<file path="src/rtl/hazard_stall_unit.sv">
// Hazard and stall control for the 5-stage RV32 pipeline.
// Resolves load-use, multi-cycle MUL/DIV occupancy of EX and taken-branch
// redirects by driving the pipeline-register enables and flushes, and keeps
// a free-running count of cycles in which the PC was held.
module hazard_stall_unit #(
    parameter int MULDIV_LAT  = 4,
    parameter int STALL_CNT_W = 32
) (
    input  logic                   clk,
    input  logic                   rst,
    input  logic [4:0]             if_id_rs1,
    input  logic [4:0]             if_id_rs2,
    input  logic                   id_rs1_used,
    input  logic                   id_rs2_used,
    input  logic [4:0]             id_ex_rd,
    input  logic                   id_ex_mem_read,
    input  logic                   ex_muldiv,
    input  logic                   ex_branch_taken,
    output logic                   pc_write,
    output logic                   if_id_write,
    output logic                   id_ex_write,
    output logic                   if_id_flush,
    output logic                   id_ex_flush,
    output logic                   ex_mem_flush,
    output logic                   muldiv_busy,
    output logic                   muldiv_done,
    output logic [STALL_CNT_W-1:0] stall_count
);

    typedef enum logic [1:0] {
        IDLE = 2'd0,
        BUSY = 2'd1,
        DONE = 2'd2
    } state_t;

    state_t                 state_q;
    state_t                 state_d;
    logic [3:0]             cnt_q;
    logic [3:0]             cnt_d;
    logic [STALL_CNT_W-1:0] stall_count_q;

    logic loadUse;
    logic mulStall;

    // A load in EX whose destination feeds a register that ID actually reads;
    // x0 is hard-wired zero so it can never be a real dependency.
    assign loadUse  = id_ex_mem_read && (id_ex_rd != 5'd0) &&
                      ((id_rs1_used && (if_id_rs1 == id_ex_rd)) ||
                       (id_rs2_used && (if_id_rs2 == id_ex_rd)));

    // EX is held by a MUL/DIV from the cycle it arrives until the count expires.
    assign mulStall = ((state_q == IDLE) && ex_muldiv) || (state_q == BUSY);

    // MUL/DIV occupancy FSM: the arrival cycle plus LAT-1 counted BUSY cycles
    // give exactly MULDIV_LAT stalled cycles before the DONE pulse.
    always_comb begin
        state_d = state_q;
        cnt_d   = cnt_q;
        case (state_q)
            IDLE: begin
                if (ex_muldiv) begin
                    cnt_d   = 4'(MULDIV_LAT - 1);
                    state_d = BUSY;
                end
            end
            BUSY: begin
                if (cnt_q == 4'd1) begin
                    state_d = DONE;
                end else begin
                    cnt_d = cnt_q - 4'd1;
                end
            end
            DONE: begin
                state_d = IDLE;
            end
            default: begin
                state_d = IDLE;
                cnt_d   = 4'd0;
            end
        endcase
    end

    // Output decode in priority order: MUL/DIV stall, then branch redirect,
    // then load-use; reset forces everything back to free-running defaults.
    always_comb begin
        pc_write     = 1'b1;
        if_id_write  = 1'b1;
        id_ex_write  = 1'b1;
        if_id_flush  = 1'b0;
        id_ex_flush  = 1'b0;
        ex_mem_flush = 1'b0;
        muldiv_busy  = 1'b0;
        muldiv_done  = 1'b0;
        if (!rst) begin
            if (state_q == DONE) begin
                muldiv_done = 1'b1;
            end
            if (mulStall) begin
                pc_write     = 1'b0;
                if_id_write  = 1'b0;
                id_ex_write  = 1'b0;
                ex_mem_flush = 1'b1;
                muldiv_busy  = 1'b1;
            end else if (ex_branch_taken) begin
                if_id_flush = 1'b1;
                id_ex_flush = 1'b1;
            end else if (loadUse) begin
                pc_write    = 1'b0;
                if_id_write = 1'b0;
                id_ex_flush = 1'b1;
            end
        end
    end

    // State, countdown and stall counter registers with synchronous reset;
    // a reset during BUSY simply abandons the in-flight operation.
    always_ff @(posedge clk) begin
        if (rst) begin
            state_q       <= IDLE;
            cnt_q         <= 4'd0;
            stall_count_q <= '0;
        end else begin
            state_q <= state_d;
            cnt_q   <= cnt_d;
            if (!pc_write) begin
                stall_count_q <= stall_count_q + STALL_CNT_W'(1);
            end
        end
    end

    assign stall_count = stall_count_q;

endmodule

</file>
<file path="config.mk">
export PLATFORM = sky130hd
export DESIGN_NAME = hazard_stall_unit
export DESIGN_NICKNAME = d
export VERILOG_FILES = /design/src/rtl/hazard_stall_unit.sv
export SDC_FILE = /design/constraint.sdc
export NUM_CORES = 1
export LEC_CHECK = 0
export BUFFER_PORTS_ARGS = -buffer_cell sky130_fd_sc_hd__buf_2
export CAP_MARGIN = 20
export CORE_UTILIZATION = 40
export CTS_CLUSTER_DIAMETER = 150
export DETAILED_ROUTE_END_ITERATION = 10
export GPL_TIMING_DRIVEN = 0
export PLACE_DENSITY = 0.68
export SYNTH_ARGS = -nofsm -noshare
export SYNTH_HDL_FRONTEND = slang
export SYNTH_SLANG_ARGS = --single-unit
</file>
<file path="constraint.sdc">
create_clock -name clk -period 6.1 [get_ports clk]
set_input_delay 1.22 -clock clk [delete_from_list [all_inputs] [get_ports clk]]
set_output_delay 1.22 -clock clk [all_outputs]
set_load 0.02 [all_outputs]
</file>
==> run_results.csv, run 1 <==
group,metric,value,unit
setup_path,r2r-start,"stall_count[3]",
run,cap_violations,0,
power,power.switching,145,uW
outcome,status,"completed",
cts,cts_buffers,5,
logic_synthesis,yosys.area_share.simple,29.0,%
cts,cts_max_path_buffers,2,
finish,post-route-util,52.8,%
timing,maxSlewHeadroom,64.6,%
floorplan,die_w,74.4,um
routing,vias_per_cell,5.51,
finish,nFillCells,494,
logic_synthesis,synth_cells,251,
logic_synthesis,synth-xor-area-share,5.85,%
logic_synthesis,synth_seq_cells,38,
cts,numClockSinks,38,
cts,path_clk_slew,0.07,ns
timing,skew,0.00311,ns
timing,period_share,69.9,%
global_route,grt_first_pass_wirelength,8540,um
floorplan,die_area,5530,um2
timing,slew_violations,0,
power,p_seq_share,49.4,%
routing,wl,5270,um
power,combPwrFrac,16.7,%
cts,clkLatencyLatePin,0.29,ns
cts,cts_resized,0,
cts,cts_hold_buf,0,
placement,portBuffers,61,
floorplan,ios,62,
placement,dpl.hpwl,3870,um
setup_path,crit_path_max_incr_delay,0.53,ns
setup_path,critPathLaunchType,"primary input",
floorplan,die_h,74.4,um
hold_path,hp-class,"flip-flop to flip-flop",
power,p_int,386,uW
hold_path,hold_path.startpoint,"cnt_q[1]",
power,p_per_area,206,nW/um2
logic_synthesis,synth_top_family_by_area,"simple AND/OR/NAND/NOR gates",
logic_synthesis,yosysSeqAreaShare,36.3,%
timing,timing.fmax,235,MHz
setup_path,crit_required,4.88,ns
timing,hold_ws,0.472,ns
logic_synthesis,yosys-mux-area-fraction,0.478,%
timing,finalCriticalPeriod,4.26,ns
logic_synthesis,syn-num-nets,276,
power,power_leakage,0.996,nW
setup_path,cp_cell_sequence,"buf_2 -> or4_1 -> o21ai_2 -> nor2_2 -> a21oi_4 -> buf_6 -> buf_12 -> or2_1 -> buf_4 -> buf_2",
placement,dp.cells,379,
cts,cts_setup_buffers,0,
cts,cts_root_buffer,"clkbuf_8",
placement,place_congestion,0.780,
finish,multiInputGateArea,1200,um2
placement,pre_cts_slack,1.82,ns
routing,drt_first_pass_iters,4,
floorplan,floorplan.initialDensity,42.9,%
floorplan,core,4880,um2
routing,drc_errors,0,
logic_synthesis,yosys_warnings,0,
setup_path,worstPathMaxFanout,10,
logic_synthesis,synth.cell_area,2090,um2
global_route,gr-total-overflow,0,
global_route,antenna_found_initial,0,
logic_synthesis,synth-compound-area-share,20.1,%
setup_path,critPathMostFrequentCell,"buf_2",
finish,num_antenna_cells,0,
cts,cts_tree,"done",
power,ir_drop,0.143,mV
finish,drive_gt1_share,26.9,%
floorplan,rows,25,
routing,final_antenna_net_count,0,
setup_path,worst_path_max_delay_cell,"or4_1",
timing,finalSetupTns,0,ns
logic_synthesis,syn_avg_cell_area,8.34,um2
finish,regArea,761,um2
global_route,grt_pass1_vias,1911,
global_route,grt_use_total,20.1,%
power,clockPowerShare,33.9,%
setup_path,worstPathArrival,3.04,ns
routing,first_iter_violations,148,
logic_synthesis,synth-adder-area-share,1.79,%
global_route,grt_max_degree,12,
logic_synthesis,yosysUniqueCellTypes,38,
finish,final_cell_count_no_fill,387,
finish,syn_to_final_growth,22.9,%
routing,vias,2132,
timing,rsz0062_at_grt,"false",
timing,hold_viol,0,
routing,wl_per_cell,13.6,um
logic_synthesis,synth_edf_count,0,
setup_path,critPathKind,"primary input to output pin",
timing,worst_pin_slew,0.529,ns
logic_synthesis,synth_flop_cell,"dfxtp_1",
timing,setup_slack,1.84,ns
power,p_sw_share,27.3,%
timing,setup_viol,0,
cts,htreeDepth,2,
setup_path,worstSetupEndpointType,"output pin",
setup_path,crit_start,"id_ex_rd[1]",
finish,final_nets,344,
logic_synthesis,async_flop_share,0,%
==> worst paths after layout <==
path	end	slack [ns]	cells after the start
worst max register to register	stall_count[31]	4.07	6
worst min register to register	cnt_q[1]	0.47	2
worst min-delay path	cnt_q[1]	0.47	2
worst max-delay path	pc_write	1.84	10
==> critical path: cells and delay by family <==
kind | cells | cell delay [ns]
AO/OA/AOI/OAI | 2 | 0.41
buffers and inverters | 5 | 0.70
AND/OR/NAND/NOR | 3 | 0.71
==> cell families (layout without fill, tap and decap cells) <==
kind of cell,count (synthesis),after routing
xor+xnor,14,14
simple gates,107,107
mux,1,1
compound gates,69,69
fa+ha+maj,3,3
buf+inv,19,88
flops,38,38
==> layout by cell type, fill, tap and decap left out, drive strengths merged, types with 2 or more instances in the layout <==
cell    synthesis  final
nand2          18     18
buf            10     71
xor2            2      2
inv             5      5
nand4          13     13
ha              3      3
o31ai          11     11
or2             2      2
nor3b           2      2
dfxtp          38     38
or3            19     19
o21ai          19     19
xnor2          12     12
nor3            3      3
clkbuf          4     11
nor2           13     13
and4            2      2
a21oi          34     34
nand3           8      8
or4            12     12
a211o           3      3
and3            6      6
and2            5      5
==> cells in the mapped netlist (4+ instances only) <==
cell type | n | share of area, %
o31ai_1 | 11 | 3.9
nand2_1 | 18 | 3.2
inv_1 | 5 | 0.90
xnor2_1 | 12 | 5.0
o21ai_1 | 18 | 4.3
and2_1 | 4 | 1.2
or4_1 | 12 | 4.3
clkbuf_1 | 4 | 0.72
buf_6 | 5 | 2.7
a21oi_1 | 30 | 7.2
dfxtp_1 | 38 | 36
and3_1 | 6 | 1.8
or3_1 | 19 | 5.7
nor2_1 | 11 | 2.0
nand4_1 | 13 | 3.9
nand3_1 | 8 | 1.9
==> through the flow <==
step / total power, mW / cell area, um2
floorplan: 0.329 / 2090
global placement: 0.355 / 2480
detailed placement: 0.357 / 2480
CTS: 0.537 / 2570
global route: 0.560 / 2570
finish: 0.531 / 2570
==> area by class of cell <==
| cell class | instances | share of cell area [%] |
|---|---|---|
| tap | 67 | 3.26 |
| multi-input combinational | 194 | 46.6 |
| clock buffer | 7 | 3.35 |
| buffer | 14 | 4.52 |
| timing repair buffer | 61 | 11.9 |
| inverter | 5 | 0.729 |
| sequential | 38 | 29.5 |
| clock inverter | 1 | 0.194 |
==> power groups by stage <==
stage / clock network [mW] / registers (mW) / logic (mW)
2_1_floorplan: 0 / 0.270 / 0.0590
3_3_place_gp: 0 / 0.268 / 0.0869
3_5_place_dp: 0 / 0.268 / 0.0889
4_1_cts: 0.185 / 0.262 / 0.0893
5_1_grt: 0.198 / 0.264 / 0.0986
6_report: 0.180 / 0.262 / 0.0887
==> registers in the layout, indices dropped and copies added (netlist names) <==
name         count
stall_count     32
state_q          2
cnt_q            4
==> metal layers <==
| metal | GRT usage [%] | vias up | share of wire, % | routed length, um |
|---|---|---|---|---|
| li1 | - | 1067 | - | - |
| met1 | 25.4 | 985 | 46 | 2410 |
| met2 | 33.3 | 74 | 47 | 2460 |
| met3 | 4.74 | 6 | 6.3 | 330 |
| met4 | 6.92 | 0 | 1.3 | 67 |
| met5 | 0 | - | 0 | 0 |
No activity file was read; power rests on OpenSTA's default activity.
==> inputs of run 2 (changes only) <==
--- a/config.mk
+++ b/config.mk
@@ -5,13 +5,14 @@
 export SDC_FILE = /design/constraint.sdc
 export NUM_CORES = 1
 export LEC_CHECK = 0
+export ABC_AREA = 1
 export BUFFER_PORTS_ARGS = -buffer_cell sky130_fd_sc_hd__buf_2
 export CAP_MARGIN = 20
 export CORE_UTILIZATION = 40
 export CTS_CLUSTER_DIAMETER = 150
 export DETAILED_ROUTE_END_ITERATION = 10
 export GPL_TIMING_DRIVEN = 0
-export PLACE_DENSITY = 0.68
+export PLACE_DENSITY = 0.67
 export SYNTH_ARGS = -nofsm -noshare
 export SYNTH_HDL_FRONTEND = slang
 export SYNTH_SLANG_ARGS = --single-unit
==> constraint.sdc (replaced) <==
create_clock -name clk -period 4.1 [get_ports clk]
set_input_delay 0.82 -clock clk [delete_from_list [all_inputs] [get_ports clk]]
set_output_delay 0.82 -clock clk [all_outputs]
set_load 0.02 [all_outputs]
==> run_results.csv, run 2 <==
group,metric,value,unit
cts,numClockSinks,38,
routing,wl,5660,um
power,p_per_area,281,nW/um2
cts,clkLatencyLatePin,0.29,ns
power,ir_drop,0.140,mV
finish,nFillCells,614,
finish,final_nets,482,
logic_synthesis,synth_commonest_cells,"nand2_1, nor2_1, inv_1, dfxtp_1, nand3_1",
timing,rsz0062_at_grt,"false",
setup_path,critPathKind,"primary input to output pin",
cts,htreeDepth,2,
setup_path,r2r_cells,10,
routing,wl_per_cell,10.7,um
hold_path,hp-class,"flip-flop to flip-flop",
placement,dp.cells,522,
timing,hold_viol,0,
setup_path,r2r_slack,2.35,ns
routing,vias,2541,
finish,largest_register_ff_count,32,
routing,first_iter_violations,105,
floorplan,die_w,78.6,um
setup_path,r2r-start,"stall_count[1]",
floorplan,die_area,6180,um2
cts,cts_buffers,5,
hold_path,hold_depth,2,
timing,setup_viol,0,
logic_synthesis,synth_cells,389,
timing,skew,0.00286,ns
power,total_power,796,uW
run,cap_violations,0,
finish,final_cell_mix,"nand2_1, nor2_1, buf_2, inv_1",
outcome,status,"completed",
finish,layout_commonest_cell,"nand2_1",
global_route,gr-total-overflow,0,
floorplan,floorplan.initialDensity,42.1,%
setup_path,worstSetupEndpointType,"output pin",
global_route,grt_max_degree,12,
cts,cts_root_buffer,"clkbuf_8",
logic_synthesis,synth_seq_cells,38,
logic_synthesis,yosysUniqueCellTypes,27,
global_route,antenna_found_initial,0,
global_route,grt_use_total,19.0,%
hold_path,min_to,"stall_count[31]",
cts,cts_setup_buffers,0,
finish,drive_gt1_share,21.0,%
setup_path,r2r_end,"stall_count[28]",
timing,maxSlewHeadroom,67.9,%
logic_synthesis,syn-num-nets,414,
cts,cts_tree,"done",
routing,vias_per_cell,4.79,
setup_path,worstPathMaxFanout,10,
timing,slew_violations,0,
timing,timing.fmax,342,MHz
logic_synthesis,yosysMostFrequentCell,"nand2_1",
timing,finalSetupTns,0,ns
floorplan,core,5570,um2
floorplan,ios,62,
routing,drt_first_pass_iters,5,
routing,drc_errors,0,
placement,dpl.hpwl,4370,um
power,power_leakage,1.45,nW
setup_path,crit_required,3.28,ns
logic_synthesis,yosysSeqAreaShare,32.4,%
cts,cts_resized,0,
logic_synthesis,synth.cell_area,2350,um2
timing,worst_pin_slew,0.482,ns
cts,cts_max_path_buffers,2,
logic_synthesis,async_flop_share,0,%
logic_synthesis,synth_top_area_share,32.4,%
cts,cts_hold_buf,0,
floorplan,rows,27,
timing,finalCriticalPeriod,2.92,ns
finish,num_antenna_cells,0,
hold_path,hold_path.startpoint,"stall_count[31]",
global_route,grt_pass1_vias,2209,
logic_synthesis,synthTopCellsByArea,"dfxtp_1, nand2_1, nor2_1, inv_1, nand3_1",
setup_path,worstPathArrival,2.10,ns
finish,syn_to_final_growth,20.7,%
logic_synthesis,yosys_warnings,0,
logic_synthesis,syn_avg_cell_area,6.04,um2
finish,final_cell_count_no_fill,530,
placement,place_congestion,0.815,
setup_path,critPathLaunchType,"primary input",
timing,period_share,71.3,%
cts,path_clk_slew,0.08,ns
finish,post-route-util,50.9,%
floorplan,die_h,78.6,um
placement,portBuffers,61,
routing,final_antenna_net_count,0,
logic_synthesis,synth_area_leader_cell,"dfxtp_1",
logic_synthesis,synth_flop_cell,"dfxtp_1",
logic_synthesis,synth_edf_count,0,
global_route,grt_first_pass_wirelength,9450,um
## run 2: cell count changes after synthesis, sizes merged, moves of 12 or more
cell,change
inv,+51
nand2,+88
nand3,+34
nor2,+63
o21ai,-12
or3,-19
or4,-12
xnor2,-12
## run 2: how the worst max path moves through the flow
stage	startpoint	endpoint	slack [ns]	depth (start not counted)
final	id_ex_rd[4]	pc_write	1.18	13
after global routing	id_ex_rd[2]	pc_write	0.97	13
after CTS	id_ex_rd[4]	pc_write	1.15	13
after detailed placement	id_ex_rd[4]	pc_write	1.15	13
after global placement	id_ex_rd[4]	pc_write	1.17	13
after floorplan	id_ex_rd[3]	pc_write	1.40	11
## run 2: cell type report
cell class | instances | area (um2) | share of cell area [%]
timing repair buffer | 61 | 305 | 10.8
tap | 72 | 90.1 | 3.18
multi-input combinational | 283 | 1300 | 46.0
sequential | 38 | 761 | 26.8
clock buffer | 7 | 86.3 | 3.05
inverter | 57 | 214 | 7.55
buffer | 11 | 70.1 | 2.47
clock inverter | 1 | 5.00 | 0.177
## run 2: logic make-up (layout without fill, tap and decap cells)
kind of cell | after synthesis | after routing | synth area share, %
compound gates | 40 | 40 | 8.58
xor+xnor | 1 | 1 | 0.373
fa+ha+maj | 3 | 3 | 1.60
buf+inv | 68 | 137 | 12.1
flops | 38 | 38 | 32.4
simple gates | 239 | 239 | 45.0
## run 2: per-stage QoR
stage	setup slack, ns	hold slack [ns]	area (um2)
after floorplan	1.40	0.477	2350
after global placement	1.17	0.494	2740
after detailed placement	1.15	0.506	2740
after CTS	1.15	0.520	2840
after global routing	0.971	0.562	2840
final	1.18	0.514	2840
## run 2: where the power goes
part	total (mW)	internal (mW)	leakage (nW)	switching, mW
Sequential	0.385	0.378	0.308	0.00717
Clock	0.272	0.136	0.0482	0.136
Combinational	0.139	0.0500	1.09	0.0889
Total	0.796	0.564	1.45	0.232
## run 2: critical path, stage by stage
cell and delay [ns]:
buf_2 0.12, inv_2 0.04, nand2_1 0.05, nand2_1 0.04, nor2_1 0.12, nand3_1 0.08
nand2_1 0.10, nand3_2 0.08, nand2_4 0.10, buf_4 0.18, nand2_1 0.07, buf_4 0.14
buf_2 0.15
## run 2: routing by layer
| layer | global-route usage (%) | routed length (um) |
|---|---|---|
| met5 | 0 | 0 |
| met3 | 4.65 | 238 |
| met2 | 31.7 | 2640 |
| met1 | 24.0 | 2730 |
| met4 | 5.93 | 52 |
==> inputs of run 3 (changes only) <==
--- a/config.mk
+++ b/config.mk
@@ -12,7 +12,7 @@
 export CTS_CLUSTER_DIAMETER = 150
 export DETAILED_ROUTE_END_ITERATION = 10
 export GPL_TIMING_DRIVEN = 0
-export PLACE_DENSITY = 0.67
+export PLACE_DENSITY = 0.7
 export SYNTH_ARGS = -nofsm -noshare
 export SYNTH_HDL_FRONTEND = slang
 export SYNTH_SLANG_ARGS = --single-unit
==> constraint.sdc (replaced) <==
create_clock -name clk -period 2.4 [get_ports clk]
set_input_delay 0.48 -clock clk [delete_from_list [all_inputs] [get_ports clk]]
set_output_delay 0.48 -clock clk [all_outputs]
set_load 0.02 [all_outputs]
==> run_results.csv, run 3 (synthesized netlist as in run 2, its figures left out) <==
group,metric,value,unit
cts,numClockSinks,38,
setup_path,worst_path_max_delay_cell,"nand2_4",
floorplan,die_h,78.6,um
timing,timing.fmax,466,MHz
timing,slew_violations,0,
floorplan,core,5570,um2
placement,portBuffers,61,
finish,final_cell_mix,"nand2_1, nor2_1, buf_2, inv_1",
finish,drive_gt1_share,20.4,%
routing,wl_per_cell,10.7,um
routing,first_iter_violations,129,
placement,place_congestion,0.852,
routing,vias,2542,
timing,rsz0062_at_grt,"false",
setup_path,worstSetupEndpointType,"output pin",
setup_path,path_buf_inv,4,
setup_path,cp_cell_sequence,"buf_2 -> inv_1 -> nand2_1 -> nand2_1 -> nor2_1 -> nand3_1 -> nand2_1 -> nand3_2 -> nand2_4 -> nand2_1 -> buf_4 -> buf_2",
routing,drt_first_pass_iters,4,
setup_path,worstPathMaxFanout,16,
setup_path,worstPathArrival,1.67,ns
timing,finalCriticalPeriod,2.15,ns
setup_path,crit_required,1.92,ns
global_route,grt_use_total,19.3,%
finish,largest_register_ff_count,32,
setup_path,critPathKind,"primary input to output pin",
cts,clkLatencyLatePin,0.29,ns
cts,htreeDepth,2,
setup_path,critPathLaunchType,"primary input",
timing,skew,0.00572,ns
global_route,grt_pass1_vias,2276,
floorplan,die_w,78.6,um
cts,cts_setup_buffers,0,
timing,period_share,89.5,%
global_route,grt_max_degree,11,
routing,vias_per_cell,4.81,
timing,maxSlewHeadroom,68.1,%
timing,finalSetupTns,0,ns
routing,drc_errors,0,
floorplan,floorplan.initialDensity,42.1,%
global_route,gr-total-overflow,0,
timing,hold_viol,0,
global_route,grt_first_pass_wirelength,9600,um
run,cap_violations,0,
cts,cts_root_buffer,"clkbuf_8",
finish,final_nets,481,
finish,post-route-util,50.5,%
cts,path_clk_slew,0.07,ns
global_route,antenna_found_initial,0,
finish,syn_to_final_growth,19.8,%
power,power_leakage,1.43,nW
cts,cts_tree,"done",
floorplan,die_area,6180,um2
setup_path,crit_path_max_incr_delay,0.17,ns
placement,dpl.hpwl,4370,um
outcome,status,"completed",
floorplan,rows,27,
power,ir_drop,0.332,mV
timing,setup_viol,0,
cts,cts_buffers,5,
power,p_per_area,466,nW/um2
finish,layout_commonest_cell,"nand2_1",
setup_path,critPathMostFrequentCell,"nand2_1",
floorplan,ios,62,
finish,nFillCells,612,
cts,cts_hold_buf,0,
placement,pre_cts_slack,0.150,ns
routing,wl,5670,um
timing,setup_slack,0.252,ns
routing,final_antenna_net_count,0,
finish,num_antenna_cells,0,
cts,cts_max_path_buffers,2,
timing,worst_pin_slew,0.478,ns
setup_path,critPathTopFamily,"simple AND/OR/NAND/NOR gates",
hold_path,hp-class,"primary input to flip-flop",
run 3: changes by cell type in the layout (fill, tap and decap cells not counted):
cell / delta
clkbuf_8: -1
buf_4: -1
clkbuf_1: +1
clkinv_2: -1
run 3: per-stage QoR:
| step | hold WS, ns | power [mW] | cells | instance area [um2] |
|---|---|---|---|---|
| 5_1_grt | 0.427 | 1.38 | 528 | 2810 |
| 6_report | 0.417 | 1.31 | 528 | 2810 |
| 4_1_cts | 0.408 | 1.33 | 529 | 2820 |
| 3_5_place_dp | 0.508 | 0.912 | 522 | 2740 |
| 2_1_floorplan | 0.477 | 0.838 | 389 | 2350 |
| 3_3_place_gp | 0.494 | 0.908 | 522 | 2740 |
run 3: area by class of cell:
class / count / area (um2) / share of cell area (%)
inverter: 57 / 214 / 7.61
tap: 72 / 90.1 / 3.20
multi-input combinational: 283 / 1300 / 46.4
timing repair buffer: 61 / 305 / 10.9
sequential: 38 / 761 / 27.0
buffer: 10 / 62.6 / 2.22
clock buffer: 7 / 76.3 / 2.71
run 3: per-layer routing:
metal / track usage (%) / vias to the layer above / wire length, um
met5: 0 / - / 0
li1: - / 1351 / -
met1: 24.0 / 1133 / 2660
met4: 6.48 / 0 / 53
met3: 3.72 / 5 / 268
met2: 33.0 / 53 / 2690
run 3: repair_timing:
action / 4_1_cts / 5_1_grt
endpoints found under the hold margin: 0 / 0
endpoints found under the setup margin: 0 / 1
resized for setup: 0 / 0
run 3: worst paths after layout:
path | start | to | slack [ns] | cells past startpoint
worst max-delay path | id_ex_rd[3] | pc_write | 0.25 | 12
worst min-delay path | rst | stall_count[1] | 0.42 | 2
worst max register to register | stall_count[1] | stall_count[28] | 0.63 | 10
worst min register to register | stall_count[1] | stall_count[1] | 0.51 | 2
run 3: power breakdown:
part           internal [mW]  switching, mW  leakage, nW
registers              0.646         0.0117        0.308
logic                 0.0830          0.153         1.08
clock network          0.200          0.215       0.0383
